**src/rtl/counter_sequencer_pkg.sv**
```systemverilog
// counter_sequencer_pkg: shared states, mode encodings and default widths
package counter_sequencer_pkg;
  typedef enum logic [1:0] {IDLE, LOADED, RUN, DONE} state_t;
  localparam logic MODE_ONESHOT = 1'b0;
  localparam logic MODE_PERIODIC = 1'b1;
  localparam int DEF_WIDTH = 4;
  localparam int DEF_PRESCALE_W = 4;
endpackage

```
**src/rtl/tick_prescaler.sv**
```systemverilog
// tick_prescaler: clock-enable divider firing once every divisor+1 run cycles
module tick_prescaler import counter_sequencer_pkg::*; #(
  parameter int W = DEF_PRESCALE_W
) (
  input  logic         clk,
  input  logic         reset,
  input  logic         clear,
  input  logic         run,
  input  logic [W-1:0] divisor,
  output logic         enable
);
  logic [W-1:0] pre;
  always_comb enable = run && pre == divisor;
  always_ff @(posedge clk)
    if (reset || clear || !run) pre <= '0;
    else pre <= enable ? '0 : pre + 1'b1;
endmodule

```
**src/rtl/counter_sequencer.sv**
```systemverilog
// counter_sequencer: programmable interval timer with one-shot and periodic modes
module counter_sequencer import counter_sequencer_pkg::*; #(
  parameter int WIDTH = DEF_WIDTH,
  parameter int PRESCALE_W = DEF_PRESCALE_W
) (
  input  logic                  clk,
  input  logic                  reset,
  input  logic                  cfg_valid,
  output logic                  cfg_ready,
  input  logic [WIDTH-1:0]      cfg_period,
  input  logic [PRESCALE_W-1:0] cfg_prescale,
  input  logic                  cfg_mode,
  input  logic                  start,
  input  logic                  stop,
  output logic [WIDTH-1:0]      count,
  output logic                  busy,
  output logic                  tick,
  output logic                  done
);
  state_t                  state;
  logic [WIDTH-1:0]        period;
  logic [PRESCALE_W-1:0]   prescale;
  logic                    mode;
  logic                    en;
  logic                    cap;
  always_comb begin
    busy = state == RUN;
    cfg_ready = state != RUN;
    cap = cfg_valid && cfg_ready;
  end
  tick_prescaler #(.W(PRESCALE_W)) u_pre (
    .clk     (clk),
    .reset   (reset),
    .clear   (stop),
    .run     (busy),
    .divisor (prescale),
    .enable  (en)
  );
  always_ff @(posedge clk) begin
    if (reset) begin
      state <= IDLE;
      count <= '0;
      period <= '0;
      prescale <= '0;
      mode <= MODE_ONESHOT;
      tick <= 1'b0;
      done <= 1'b0;
    end else begin
      tick <= 1'b0;
      done <= 1'b0;
      if (cap) begin
        period <= cfg_period;
        prescale <= cfg_prescale;
        mode <= cfg_mode;
      end
      if (state == RUN) begin
        if (stop) begin
          state <= LOADED;
          count <= '0;
        end else if (en) begin
          if (count != period) count <= count + 1'b1;
          else begin
            tick <= 1'b1;
            if (mode == MODE_PERIODIC) count <= '0;
            else begin
              done <= 1'b1;
              state <= DONE;
            end
          end
        end
      end else if (start && state != IDLE) begin
        state <= RUN;
        count <= '0;
      end else if (cap) begin
        state <= LOADED;
        count <= '0;
      end
    end
  end
endmodule

```
**config.mk**
```make
export PLATFORM = sky130hd
export DESIGN_NAME = counter_sequencer
export DESIGN_NICKNAME = d
export VERILOG_FILES = /design/src/rtl/counter_sequencer_pkg.sv /design/src/rtl/tick_prescaler.sv /design/src/rtl/counter_sequencer.sv
export SDC_FILE = /design/constraint.sdc
export NUM_CORES = 1
export LEC_CHECK = 0
export CORE_ASPECT_RATIO = 1.2
export CORE_MARGIN = 2
export CORE_UTILIZATION = 40
export CTS_CLUSTER_DIAMETER = 200
export DETAILED_ROUTE_END_ITERATION = 16
export DONT_BUFFER_PORTS = 1
export PLACE_DENSITY = 0.59
export SKIP_LAST_GASP = 1
export SYNTH_ARGS = -nofsm -noshare
export SYNTH_HDL_FRONTEND = slang
export SYNTH_HIERARCHICAL = 1
export SYNTH_SLANG_ARGS = --single-unit
```
**constraint.sdc**
```tcl
create_clock -name clk -period 3.3 [get_ports clk]
set_clock_uncertainty 0.15 [all_clocks]
set_input_delay 0.66 -clock clk [delete_from_list [all_inputs] [get_ports clk]]
set_output_delay 0.66 -clock clk [all_outputs]
set_load 0.005 [all_outputs]
```
Yosys cells after proc, flatten, opt, wreduce, memory -nomap -nowiden
Index checks and enable logic that the tools add are counted.
- register bits: 21
- input port bits: 14
- $add $sub $neg: 2
- eq/ne operators: 8
- muxes and demuxes: 16
- bitwise gates (word level): 2
- reduce and logical (&&, ||, !) cells: 13
- operators by type and width (kind ; count):
    4-bit 2-to-1 mux ; 7
    2-bit 2-to-1 mux ; 7
    3-bit != test, second input constant ; 3
    4-bit by 1-bit adder with 4-bit output, second input constant ; 2
    5-bit OR reduction ; 1
    4-bit equality test ; 1
    4-bit != test ; 1
    4-bit != test, second input constant ; 1
    4-bit AND reduction ; 1
    4-bit OR reduction ; 1
    1-bit logical AND ; 3
    3-bit AND reduction ; 1
    3-bit nonzero test ; 1
    2-bit equality test, second input constant ; 1
    1-bit logical OR ; 2
    1-bit 2-to-1 mux ; 2
    2-bit != test, second input constant ; 1
    1-bit inverter ; 2
    2-bit nonzero test ; 1
    2-bit OR reduction ; 1
    1-bit logical NOT ; 1

Longest topological paths before layout
Gate-level depths: netlist (run 1).
- word-level depth: 5
- mapped depth: 7
- depth with buffers taken out: 7

Cells and area by module
The synthesis (run 1) kept the hierarchy.
- modules (own cells, without submodules) (module ; times used ; cells an instance ; area an instance (µm²)):
    counter_sequencer ; 1 ; 93 ; 804.5
    tick_prescaler ; 1 ; 24 ; 241.5

Least setup slack after synthesis (run 1)
No wires, ideal clock.
- kind: register to register
- start: register prescale[3]
- end: register count[0]
- arrival: 1.661 ns
- data required time: 3.022 ns
- path slack: 1.361 ns
- cell stages (with the launch flop): 8
- buffers on the path: 0
- period minus slack after synthesis: 1.939 ns
- path through: dfxtp_1 -> nor2b_2 -> a2111oi_4 -> and2_1 -> o31ai_1 -> o211ai_2 -> mux2i_1 -> nor2_1
- longest elaborated chain between the ends: 4
- RTL lines (what ; line ; RTL):
    start, declared ; counter_sequencer.sv:22 ; logic [PRESCALE_W-1:0] prescale;
    start signal, assigned ; counter_sequencer.sv:53 ; prescale <= cfg_prescale;
    4-bit equality test ; tick_prescaler.sv:13 ; always_comb enable = run && pre == divisor;
    1-bit logical AND ; tick_prescaler.sv:13 ;
    net en ; counter_sequencer.sv:24 ; logic en;
    3-bit != test (no source line) ; n/a ;
    3-bit AND reduction (no source line) ; n/a ;
    end signal, assigned ; counter_sequencer.sv:61 ; if (count != period) count <= count + 1'b1;
    end, declared ; counter_sequencer.sv:15 ; output logic [WIDTH-1:0] count,
The timed path passes the listed nets, and every way through them passes these cells.
A chain may end at the register's enable or synchronous reset.

Worst setup path in the final report (run 1)
- start: register prescale[3]
- end: register count[2]
Same word-level chain as after synthesis.

==> results.tsv, run 1 <==
metric	value	unit
final core utilization	0.439	
share of the synthesized area in compound gates (AO/OA/AOI/OAI)	0.187	
final cell count without fillers	150	
Net Sw Frac	0.253	
CORE AREA	2500	sq um
number of DRC markers in iteration 0	4	
number of distinct standard cells referenced by the synthesized netlist	39	
worst path cell trace	nor2b_2, a2111oi_4, and2_1, o31ai_1, o211ai_2, o21ai_0, o2bb2ai_1	
Final setup violation count	0	
CTS tree	built	
largest net degree at the start of global routing	20	
yosys synthesis warning count	6	
fraction of layout instances using a drive strength above 1	0.0940	
largest family of logic cells by synthesized area	simple AND/OR/NAND/NOR gates	
number of search-and-repair iterations in the first detailed-routing pass	4	
setup repair after global routing missed its margin	no	
number of diodes added for antenna fixing	0	
count of standard-cell rows	20	
per-cell routed wire length	13.4	microns
net count after synthesis	133	
Inserted Clock Buffers	3	
FF+latch count, synth	21	
global-route met3 utilization	0.0300	
type of element capturing the critical path	flip-flop	
GRT busiest layer	met2	
area enclosed by the die boundary	3040	sq um
dominant synthesized flop cell	sky130_fd_sc_hd__dfxtp_1	
Hold WC Path Type	primary input to flip-flop	
Critical Setup Path Class	flip-flop to flip-flop	
share of synthesized registers carrying an async set or reset	0	
count of input and output buffers	0	
data arrival time of the critical path	2.17	ns
Synth top area share	0.402	
standard cell area after detailed placement	1070	sq um
biggest area contributors in the synthesized netlist	sky130_fd_sc_hd__dfxtp_1 40%, sky130_fd_sc_hd__nand2_1 5.0%, sky130_fd_sc_hd__a21oi_1 4.8%, sky130_fd_sc_hd__nand3_1 4.8%, sky130_fd_sc_hd__xnor2_1 4.2%	
Period Utilization, post-route	0.640	
wirelength, routed	2.02	mm
hold violation count in the final report	0	
via/cell ratio	5.53	
Post-Syn Area	1050	sq um
power after layout	0.000447	W
Final TNS setup	0	ns
cell count after synthesis	117	
Post-Synthesis Mean Instance Area	8.94	sq um
headroom to the max-slew limit	0.702	
estimated wirelength of the detail-placed design	1.57	mm
number of setup buffers added after CTS	0	
buffer depth of the longest clock path	2	
Peak supply drop	0.254	mV
latest clock arrival within the worst-skew pair	0.30	ns
starting density of the core	0.418	
final standard cell area without fillers	1100	sq um
cell accounting for the most synthesized area	sky130_fd_sc_hd__dfxtp_1	
M2 GR Usage	0.258	
total power density per cell area	407	nW/um^2
data required time at the worst endpoint	3.36	ns
max-cap violation count	0	
clock sink count	21	
total leakage power	0.389	nW
Antenna Violating Nets Remaining	0	
area share of and/or/nand/nor cells after synthesis	0.274	
clock period minus final worst setup slack	2.11	ns
CTS root buffer	sky130_fd_sc_hd__clkbuf_4	
run status	finished, final reports clean	
quantity of hold-fixing buffers added after cts	0	
fraction of the mapped netlist area in adder cells	0.0239	
Seq/Total Area, Yosys	0.402	
max-slew violations	0	
proportion of synthesized area in mux cells	0.0299	
synth-to-layout area growth	5.02	%
GRT met1 Usage	0.174	
Critical-path top delay cell	sky130_fd_sc_hd__a2111oi_4	
Startpoint Class	flip-flop	
Synth Area in XOR/XNOR	0.0586	
part of the total power dissipated in combinational logic	0.119	
vias in the first global route	773	
first-pass GRT wire length	3.43	mm
GRT Overall Usage	0.148	
cell-internal power	0.000334	W
global placement routability congestion	0.788	
sequential cell fraction of total power	0.605	
Post-synth EDFFs	0	
worst-margin pin slew	0.446	ns
chip width	50.7	microns
switching power	0.000113	W
final net count	134	
DRC Markers	0	
die outline height	60.0	microns
H-tree lvl count	1	
number of antenna violations at the first check in global routing	0	
Slowest Stage Delay on Critical Path	0.43	ns
count of cells resized by post-cts repair	0	
DR vias	829	
clock group share of total power	0.276	
Peak Freq	474	MHz
number of cells in the design after placement	146	
boundary pin count	22	
total congestion overflow after global routing	0	
Crit Path Max Fanout	5	
clock slew at the register clock pins of the worst setup and hold paths	0.12	ns
[metal layers]
layer / vias up / routed length [microns]
met3: 4 / 60
li1: 417 / -
met4: 0 / 27
met5: - / 0
met1: 393 / 929
met2: 15 / 997
[placed cells by master (no fill, tap or decap), types with 3 or more instances in the layout]
cell type                  Yosys  routed
sky130_fd_sc_hd__inv_1         3       3
sky130_fd_sc_hd__nand3_1      10      10
sky130_fd_sc_hd__dfxtp_1      21      21
sky130_fd_sc_hd__nor2_1        7       7
sky130_fd_sc_hd__nand2_1      14      14
sky130_fd_sc_hd__xnor2_1       5       5
sky130_fd_sc_hd__a21oi_1      10      10
sky130_fd_sc_hd__clkbuf_4      0       3
sky130_fd_sc_hd__a211oi_1      4       4
sky130_fd_sc_hd__nor2b_1       3       3
[path summary, 6_finish.rpt]
kind | start | to | slack (ns) | cells after the start
setup / recovery | prescale[3] | count[2] | 1.19 | 7
hold / removal | reset | mode | 0.26 | 1
setup reg to reg | prescale[3] | count[2] | 1.19 | 7
hold reg to reg | period[3] | period[3] | 0.32 | 2
[power by group through the flow]
stage          sequential [W]  combinational, W  clock, W
3_5_place_dp         0.000276         0.0000538         0
6_report             0.000271         0.0000531  0.000123
3_3_place_gp         0.000276         0.0000522         0
4_1_cts              0.000271         0.0000538  0.000129
5_1_grt              0.000272         0.0000584  0.000140
2_1_floorplan        0.000275         0.0000499         0
[cell usage after synthesis (2+ instances only)]
cell / n
sky130_fd_sc_hd__a21oi_1: 10
sky130_fd_sc_hd__xor2_1: 2
sky130_fd_sc_hd__clkbuf_1: 3
sky130_fd_sc_hd__nor2_1: 7
sky130_fd_sc_hd__and2_1: 2
sky130_fd_sc_hd__dfxtp_1: 21
sky130_fd_sc_hd__nand2_1: 14
sky130_fd_sc_hd__inv_1: 3
sky130_fd_sc_hd__nor2b_1: 3
sky130_fd_sc_hd__xnor2_1: 5
sky130_fd_sc_hd__ha_1: 2
sky130_fd_sc_hd__nand3_1: 10
sky130_fd_sc_hd__nand2b_1: 2
sky130_fd_sc_hd__o21ai_0: 2
sky130_fd_sc_hd__o2bb2ai_1: 2
sky130_fd_sc_hd__mux2i_1: 2
sky130_fd_sc_hd__nor3_1: 2
sky130_fd_sc_hd__a211oi_1: 4
[sequential cells by signal (all words and copies together), names as in the netlist]
name / flops
done: 1
period: 4
state: 2
prescale: 4
mode: 1
tick: 1
u_pre/pre: 4
count: 4
[stage by stage]
step | hold WS (ns) | setup slack [ns]
global route | 0.235 | 1.06
CTS | 0.248 | 1.17
floorplan | 0.289 | 1.36
global placement | 0.304 | 1.26
finish | 0.260 | 1.19
detailed placement | 0.307 | 1.18
[final cells by class]
type | instances | area, sq um
Sequential cell | 21 | 420
Fill cell | 265 | 1400
Tap cell | 33 | 41.3
Inverter | 3 | 11.3
Clock buffer | 4 | 26.3
Multi-Input combinational cell | 89 | 599
[cell families after synthesis]
group,Yosys count
AND/OR/NAND/NOR,51
AO/OA/AOI/OAI,26
flip-flops,21
XOR/XNOR,7
buffers and inverters,7
multiplexers,3
adder cells (fa/ha/maj),2
[critical path: cells and delay by family (launching register included)]
family          cells  cell delay [ns]
simple gates        2             0.38
flops               1             0.33
compound gates      5             1.15
Power figures use the tool's default switching activity.
==> inputs of run 2 (changes only) <==
Settings changed: PLACE_DENSITY 0.59 to 0.61.
Clock period 3.3 ns to 1.8 ns, I/O delays scaled along.
==> run 2 against run 1 <==
The flow now finishes with violations (hold timing, setup timing). Critical path depth unchanged. Combinational power increased to 2.6 times the previous value. Final area increased by 19%. Via count increased by 7.8%. Count of clock-buffer cells in the layout unchanged. Global-route usage increased by 1.9 points. Sequential cell count unchanged. Routed wire length increased by 18%. Hold slack got worse by 0.30 ns. Total power increased by 91%. Critical path type unchanged. Critical endpoint is now count[0].
==> results.tsv, run 2 (synthesized netlist as in run 1, its figures left out) <==
metric	value	unit	change
run status	finished, violations left		
violations in the final reports	hold timing, setup timing		
total power density per cell area	655	nW/um^2	+61%
data required time at the worst endpoint	1.85	ns	-1.51 ns
type of element capturing the critical path	flip-flop		
CORE AREA	2500	sq um	unchanged
Net Sw Frac	0.251		-0.00173
fraction of layout instances using a drive strength above 1	0.308		+0.214
CTS tree	built		
hold violation count in the final report	12		+12
Slowest Stage Delay on Critical Path	0.34	ns	-0.09 ns
Inserted Clock Buffers	3		unchanged
Crit Path Max Fanout	5		unchanged
sequential cell fraction of total power	0.584		-0.021
Top Family by Delay on Critical Path	compound AO/OA/AOI/OAI gates		
Final setup violation count	7		+7
latest clock arrival within the worst-skew pair	0.29	ns	about the same
CTS root buffer	sky130_fd_sc_hd__clkbuf_4		
hold path startpoint	reset		
final net count	150		+12%
count of cells along the worst hold path	1		unchanged
clock sink count	21		unchanged
estimated wirelength of the detail-placed design	1.74	mm	+11%
Hold Path Sink	state[1]		
global placement routability congestion	0.754		-4.3%
endpoint of the worst-slack reg-to-reg timing path	count[0]		
Critical-path top delay cell	sky130_fd_sc_hd__dfxtp_2		
number of DRC markers in iteration 0	8		+4
H-tree lvl count	1		unchanged
Hold WC Path Type	primary input to flip-flop		
buffer depth of the longest clock path	2		unchanged
data arrival time of the critical path	1.92	ns	-0.25 ns
area enclosed by the die boundary	3040	sq um	unchanged
Period Utilization, post-route	1.04		+0.398
boundary pin count	22		unchanged
total congestion overflow after global routing	0		unchanged
cell-internal power	0.000639	W	+91%
Setup WS post-layout	-0.0677	ns	-1.26 ns
vias in the first global route	837		+8.3%
number of search-and-repair iterations in the first detailed-routing pass	4		unchanged
wirelength, routed	2.38	mm	+18%
clock group share of total power	0.254		-0.022
CP Buf/Inv Count	0		unchanged
largest net degree at the start of global routing	20		unchanged
count of standard-cell rows	20		unchanged
total leakage power	0.482	nW	+24%
synth-to-layout area growth	24.6	%	
chip width	50.7	microns	unchanged
per-cell routed wire length	14.3	microns	+6.5%
DRC Markers	0		unchanged
flop2flop setup slack	-0.07	ns	-1.26 ns
Peak Freq	535	MHz	+13%
worst path cell trace	nor2b_4, a2111oi_4, and2_4, o31ai_4, o211ai_4, mux2i_1, nor2_1		
final cell count without fillers	166		+11%
Setup WS pre-CTS	-0.0804	ns	-1.26 ns
Antenna Violating Nets Remaining	0		unchanged
clock slew at the register clock pins of the worst setup and hold paths	0.11	ns	about the same
count of input and output buffers	0		unchanged
worst reg2reg path startpoint	prescale[3]		
GRT Overall Usage	0.166		+0.0186
power after layout	0.000854	W	+91%
Startpoint Class	flip-flop		
first-pass GRT wire length	3.80	mm	+11%
Register-to-Register Path Depth	7		unchanged
DR vias	894		+7.8%
switching power	0.000214	W	+90%
headroom to the max-slew limit	0.752		+0.0493
most frequent standard cell in the layout excluding fill and tap cells	sky130_fd_sc_hd__dfxtp_1		
final core utilization	0.521		+0.0820
worst-margin pin slew	0.372	ns	-0.0740 ns
part of the total power dissipated in combinational logic	0.161		+0.042
number of antenna violations at the first check in global routing	0		unchanged
setup repair after global routing missed its margin	yes		
clock period minus final worst setup slack	1.87	ns	-0.244 ns
Crit path depth	7		unchanged
max-cap violation count	0		unchanged
die outline height	60.0	microns	unchanged
Critical Setup Path Class	flip-flop to flip-flop		
Peak supply drop	0.539	mV	+110%
starting density of the core	0.418		unchanged
Final Hold Slack	-0.0380	ns	-0.298 ns
number of diodes added for antenna fixing	0		unchanged
commonest cells after routing, fill and taps aside	15 x sky130_fd_sc_hd__dfxtp_1, 14 x sky130_fd_sc_hd__nand2_1, 14 x sky130_fd_sc_hd__buf_4		
number of cells in the design after placement	159		+8.9%
max-slew violations	0		unchanged
via/cell ratio	5.39		-2.6%
[run 2: changes by cell type in the layout (fill, tap and decap cells not counted), moves of 2 or more]
| cell | change |
|---|---|
| sky130_fd_sc_hd__dfxtp_2 | +6 |
| sky130_fd_sc_hd__dfxtp_1 | -6 |
| sky130_fd_sc_hd__o2bb2ai_1 | -2 |
| sky130_fd_sc_hd__buf_6 | +2 |
| sky130_fd_sc_hd__nor2b_4 | +2 |
| sky130_fd_sc_hd__buf_4 | +14 |
| sky130_fd_sc_hd__o2bb2ai_2 | +2 |
[run 2: how the worst max path moves through the flow]
stage           startpoint        to
4_1_cts        prescale[3]  count[0]
2_1_floorplan  prescale[2]  count[0]
6_report       prescale[3]  count[0]
3_3_place_gp   prescale[2]      done
5_1_grt        prescale[3]  count[0]
3_5_place_dp   prescale[2]  count[3]
[run 2: final cells by class]
cell class / count / area (sq um)
Fill cell: 239 / 1200
Multi-Input combinational cell: 89 / 669
Sequential cell: 21 / 428
Timing Repair Buffer: 16 / 128
Tap cell: 33 / 41.3
Clock buffer: 4 / 26.3
Inverter: 3 / 11.3
[run 2: worst reg2reg max path, cell delays in order, from the launching register on]
cell	delay, ns
sky130_fd_sc_hd__dfxtp_2	0.34
sky130_fd_sc_hd__nor2b_4	0.13
sky130_fd_sc_hd__a2111oi_4	0.34
sky130_fd_sc_hd__and2_4	0.24
sky130_fd_sc_hd__o31ai_4	0.08
sky130_fd_sc_hd__o211ai_4	0.24
sky130_fd_sc_hd__mux2i_1	0.22
sky130_fd_sc_hd__nor2_1	0.05
[run 2: repair_timing]
item | 4_1_cts | 5_1_grt
setup buffers | 0 | 3
cloned | 0 | 0
pin swaps | 3 | 2
gates resized for setup | 8 | 6
endpoints found under the hold margin | 12 | 12
endpoints found under the setup margin | 8 | 8
[run 2: metrics by stage]
step / TNS (ns) / cell area, sq um
6_report: -0.356 / 1300
5_1_grt: -0.831 / 1300
2_1_floorplan: -0.392 / 1080
3_5_place_dp: -0.338 / 1210
3_3_place_gp: -0.0927 / 1210
4_1_cts: -0.407 / 1260
[run 2: power groups by stage]
stage | Clock, W | Sequential (W) | Combinational, W
final | 0.000217 | 0.000499 | 0.000138
after global routing | 0.000245 | 0.000501 | 0.000149
after CTS | 0.000223 | 0.000498 | 0.000132
after detailed placement | 0 | 0.000507 | 0.000129
after global placement | 0 | 0.000506 | 0.000126
after floorplan | 0 | 0.000504 | 0.0000998
[run 2: metal layers]
metal  global-route usage  vias to the layer above  wire length (microns)
met4               0.0772                        0                     36
met3               0.0325                        4                     91
met2                0.305                       13                   1290
met1                0.185                      427                    961
met5                    0                        -                      0
li1                     -                      450                      -
